`config.mk`:
```
export PLATFORM = sky130hd
export DESIGN_NAME = bus_keeper_array
export DESIGN_NICKNAME = d
export VERILOG_FILES = /design/src/rtl/bus_keeper_array.sv
export SDC_FILE = /design/constraint.sdc
export NUM_CORES = 1
export LEC_CHECK = 0
export BUFFER_PORTS_ARGS = -buffer_cell sky130_fd_sc_hd__buf_2
export CORE_MARGIN = 3
export CORE_UTILIZATION = 52
export DETAILED_ROUTE_END_ITERATION = 6
export PLACE_DENSITY = 0.8
export SYNTH_ARGS = -nofsm -noshare
export SYNTH_HDL_FRONTEND = slang
export SYNTH_SLANG_ARGS = --single-unit
```
`constraint.sdc`:
```
create_clock -name clk -period 2.9 [get_ports clk]
set_clock_uncertainty 0.2 [all_clocks]
set_input_delay 0 -clock clk [delete_from_list [all_inputs] [get_ports clk]]
set_output_delay 0 -clock clk [all_outputs]
set_load 0.05 [all_outputs]
```
`src/rtl/bus_keeper_array.sv`:
```
// rtl/bus_keeper_array.sv - per-channel bus keeper with hold timeout and decay; optional BUS_KEEPER_DECAY_EVT_EN adds decay_evt
module bus_keeper_array #(
  parameter int                WIDTH        = 16,
  parameter int                CHANNELS     = 4,
  parameter int                DECAY_CYCLES = 50,
  parameter logic [WIDTH-1:0]  DECAY_VALUE  = '0
) (
  input  logic                      clk,
  input  logic                      rst_n,
  input  logic [CHANNELS-1:0]       drv_en,
  input  logic [CHANNELS*WIDTH-1:0] drv_data,
  output logic [CHANNELS*WIDTH-1:0] bus_q,
  output logic [CHANNELS-1:0]       held,
  output logic [CHANNELS-1:0]       decayed
`ifdef BUS_KEEPER_DECAY_EVT_EN
  ,
  output logic [CHANNELS-1:0]       decay_evt
`endif
);

  localparam int AGE_W = (DECAY_CYCLES < 1) ? 1 : $clog2(DECAY_CYCLES + 1);
  localparam logic [AGE_W-1:0] DECAY_AGE = AGE_W'(DECAY_CYCLES);
  localparam logic [AGE_W-1:0] AGE_MAX   = '1;
  localparam logic [AGE_W-1:0] AGE_ONE   = AGE_W'(1);

  typedef enum logic [1:0] {
    ST_IDLE    = 2'd0,
    ST_DRIVEN  = 2'd1,
    ST_HELD    = 2'd2,
    ST_DECAYED = 2'd3
  } state_t;

  for (genvar k = 0; k < CHANNELS; k++) begin : g_ch
    state_t             state_q, state_d;
    logic [AGE_W-1:0]   age_q, age_d;
    logic [WIDTH-1:0]   data_q, data_d;
    logic               held_q, decayed_q;

    always_comb begin
      state_d = state_q;
      age_d   = age_q;
      data_d  = data_q;
      // A drive always wins, including on the edge a held value would decay.
      if (drv_en[k]) begin
        state_d = ST_DRIVEN;
        data_d  = drv_data[k*WIDTH +: WIDTH];
        age_d   = '0;
      end else begin
        case (state_q)
          ST_DRIVEN: begin
            state_d = ST_HELD;
            age_d   = AGE_ONE;
          end
          ST_HELD: begin
            if (DECAY_CYCLES != 0 && age_q == DECAY_AGE) begin
              state_d = ST_DECAYED;
              data_d  = DECAY_VALUE;
              age_d   = '0;
            end else if (age_q != AGE_MAX) begin
              age_d = age_q + AGE_ONE;
            end
          end
          default: data_d = DECAY_VALUE;
        endcase
      end
    end

    always_ff @(posedge clk or negedge rst_n) begin
      if (!rst_n) begin
        state_q   <= ST_IDLE;
        age_q     <= '0;
        data_q    <= DECAY_VALUE;
        held_q    <= 1'b0;
        decayed_q <= 1'b0;
      end else begin
        state_q   <= state_d;
        age_q     <= age_d;
        data_q    <= data_d;
        held_q    <= (state_d == ST_HELD);
        decayed_q <= (state_d == ST_DECAYED);
      end
    end

    assign bus_q[k*WIDTH +: WIDTH] = data_q;
    assign held[k]                 = held_q;
    assign decayed[k]              = decayed_q;

`ifdef BUS_KEEPER_DECAY_EVT_EN
    logic evt_q;

    always_ff @(posedge clk or negedge rst_n) begin
      if (!rst_n) begin
        evt_q <= 1'b0;
      end else begin
        evt_q <= (state_d == ST_DECAYED) && (state_q != ST_DECAYED);
      end
    end

    assign decay_evt[k] = evt_q;
`endif
  end

endmodule

```
==> flow_summary.json <==
{
  "outcome": "finished clean",
  "clk-insertion-delay-late_ns": 0.37,
  "placedCellCount": 713,
  "numCtsBuffers": 9,
  "clock_path_buffers": 2,
  "hold_path_end": "g_ch[1].data_q[10]",
  "drv_cap": 0,
  "leakage_nw": 3.34,
  "hold_violations": 0,
  "start_util_pct": 53.6,
  "worst_pin_slew_ns": 0.674,
  "synth_flop_cell": "dfrtp_1",
  "ys_ff_latch": 104,
  "criticalPathCategory": "flip-flop to flip-flop",
  "antenna_found_initial": 0,
  "grtUsageTotal_pct": 22.9,
  "reg2reg_to": "g_ch[3].data_q[0]",
  "hpwl_um": 7640,
  "fillers": 649,
  "io_pins": 142,
  "core_um2": 9280,
  "drt-initial-drc-count": 157,
  "ctsResizeCount": 0,
  "multi_input_area_um2": 2130,
  "drtPass1Iterations": 4,
  "antenna_cells": 0,
  "drcViolationCount": 0,
  "grt.overflow.total": 0,
  "tritoncts": "done",
  "cts_hold_buf": 71,
  "slew_headroom_pct": 54.7,
  "grt_pass1_vias": 4403,
  "fp.dieH_um": 104,
  "syn_avg_cell_area_um2": 10.6,
  "clk_pin_slew_worst_paths_ns": 0.10,
  "cp-end-kind": "flip-flop",
  "synthToLayoutAreaGrowth_pct": 32.7,
  "htree_num_levels": 3,
  "regArea_um2": 2600,
  "syn_nets": 560,
  "reg2reg_slack_ns": 0.43,
  "critPathMaxFanout": 16,
  "setup_viol": 0,
  "fin_crit_ns": 2.47,
  "drv_slew": 0,
  "avgViaCountPerCell": 5.28,
  "syn-cell-area_um2": 4970,
  "min_path_type": "input pin to flip-flop",
  "power_mw": 3.89,
  "post_cts_buffers": 0,
  "totalWireLength_um": 12000,
  "grt_setup_unrepaired": "false",
  "cp_cell_sequence": "inv_1 > ha_1 > or4b_1 > a211oi_4 > nor2_1",
  "synth-edff-count": 0,
  "fp.dieW_um": 104,
  "fmax_ghz": 0.406,
  "synth_seq_area_share_pct": 52.3,
  "synth_common_cells": "dfrtp_1, nor2_1, mux2i_1",
  "setup-tns-final_ns": 0,
  "cp_slowest_cell": "a211oi_4",
  "synth_cell_types": 42,
  "crit_path_start_kind": "flip-flop",
  "wl_per_cell_um": 15.0,
  "crit_path_max_incr_delay_ns": 0.68,
  "grt_pass1_wl_um": 20400,
  "design_area_um2": 6600,
  "min_period_over_period_pct": 85.0,
  "layout-drive-gt1-share_pct": 25.1,
  "netlist_instances": 470,
  "synth_most_common_cell": "dfrtp_1",
  "p_per_area_nw_per_um2": 590,
  "min_path_cells": 4,
  "synth.area.top_cells": "dfrtp_1, mux2i_1, nor2_1",
  "fin_nets": 756,
  "ys_warn_count": 0,
  "synth_top_area_share_pct": 52.3,
  "rows": 35,
  "holdWs_ns": 0.203,
  "cts-root-buf": "clkbuf_8",
  "r2r_cells": 5,
  "final_antenna_net_count": 0,
  "yosysTopAreaCell": "dfrtp_1",
  "min_from": "drv_data[26]",
  "crit_arrival_ns": 2.48,
  "vias": 4219,
  "irDropWorstVdd_uv": 429,
  "fp.dieArea_um2": 10800,
  "ys_async_sr_fraction_pct": 100,
  "placed_area_um2": 5700,
  "r2r-start": "g_ch[3].age_q[0]",
  "required_ns": 2.92,
  "gp_congestion": 0.852,
  "grt_max_degree": 43,
  "portBuffers": 141,
  "fin_cells": 799,
  "clock_sinks": 104
}
-- how the worst max path moves through the flow --
stage                          to              from  slack (ns)  depth (start not counted)
2_1_floorplan  g_ch[2].data_q[10]  g_ch[2].age_q[0]        0.74                          7
3_3_place_gp    g_ch[3].data_q[7]  g_ch[3].age_q[0]        0.51                          5
3_5_place_dp   g_ch[3].data_q[11]  g_ch[3].age_q[0]        0.44                          5
4_1_cts        g_ch[3].data_q[10]  g_ch[3].age_q[0]        0.43                          5
5_1_grt        g_ch[3].data_q[10]  g_ch[3].age_q[0]        0.30                          5
6_report        g_ch[3].data_q[0]  g_ch[3].age_q[0]        0.43                          5
-- cell usage in the layout, fill, tap and decap left out, types with 2 or more instances in the layout --
| cell | count |
|---|---|
| buf_2 | 140 |
| dfrtp_1 | 104 |
| nor2_1 | 84 |
| dlygate4sd3_1 | 70 |
| mux2i_1 | 66 |
| o21ai_0 | 27 |
| ha_1 | 20 |
| nor3_1 | 18 |
| inv_1 | 17 |
| nand2_1 | 17 |
| a21oi_1 | 15 |
| nand3_1 | 9 |
| clkbuf_8 | 9 |
| nand2b_1 | 8 |
| nand4_1 | 6 |
| and2_1 | 4 |
| nor2b_1 | 4 |
| a31oi_1 | 4 |
| or4b_1 | 3 |
| o31ai_1 | 3 |
| a211oi_4 | 3 |
| o22ai_1 | 3 |
| inv_6 | 3 |
| buf_4 | 3 |
| nand2_2 | 2 |
| or3_1 | 2 |
| o21bai_1 | 2 |
| o211a_1 | 2 |
| and3_1 | 2 |
| o31a_1 | 2 |
| a41oi_1 | 2 |
| clkinv_4 | 2 |
| buf_12 | 2 |
-- power breakdown --
group	switching (mW)	internal [mW]	total [mW]
combinational	0.938	0.388	1.33
sequential	0.111	1.63	1.74
clock	0.508	0.320	0.828
-- logic make-up (layout without fill, tap and decap cells) --
logic type,after synthesis,in the layout,synth area share (%)
AOI/OAI and AO/OA,68,68,9.03
adders and majority gates,20,20,5.03
buffers and inverters,47,247,4.81
DFF,104,104,52.3
muxes,66,66,13.3
and+or+nand+nor,165,165,15.5
-- stage by stage --
| stage | util [%] | setup WS (ns) |
|---|---|---|
| 5_1_grt | 71.1 | 0.299 |
| 3_5_place_dp | 61.4 | 0.439 |
| 6_report | 71.1 | 0.435 |
| 3_3_place_gp | 61.4 | 0.513 |
| 2_1_floorplan | - | 0.735 |
| 4_1_cts | 71.1 | 0.430 |
-- state kept, by name, indices dropped and copies added, names as in the netlist --
| register | cells |
|---|---|
| g_ch.held_q | 4 |
| g_ch.age_q | 24 |
| g_ch.state_q | 8 |
| g_ch.decayed_q | 4 |
| g_ch.data_q | 64 |
-- metal layers --
| layer | vias up | global-route usage (%) | wire length (um) |
|---|---|---|---|
| met1 | 2058 | 28.2 | 4960 |
| met3 | 19 | 3.93 | 612 |
| met2 | 139 | 40.3 | 6210 |
| met5 | - | 0 | 0 |
| met4 | 0 | 8.74 | 226 |
| li1 | 2003 | - | - |
-- layout make-up --
class	instances	area share, %
Inverter	17	0.967
Clock buffer	9	1.88
Multi-Input combinational cell	319	32.3
Sequential cell	104	39.4
Clock inverter	6	0.778
Timing Repair Buffer	215	22.2
Tap cell	129	2.45
-- worst max-delay path: cells and delay by family, from the launching register on --
family	cells	cell delay, ns
adder cells (fa/ha/maj)	1	0.14
AO/OA/AOI/OAI	1	0.68
flip-flops	1	0.44
AND/OR/NAND/NOR	2	0.75
buffers and inverters	1	0.11
Note: power is estimated with default switching activity, not from simulation.
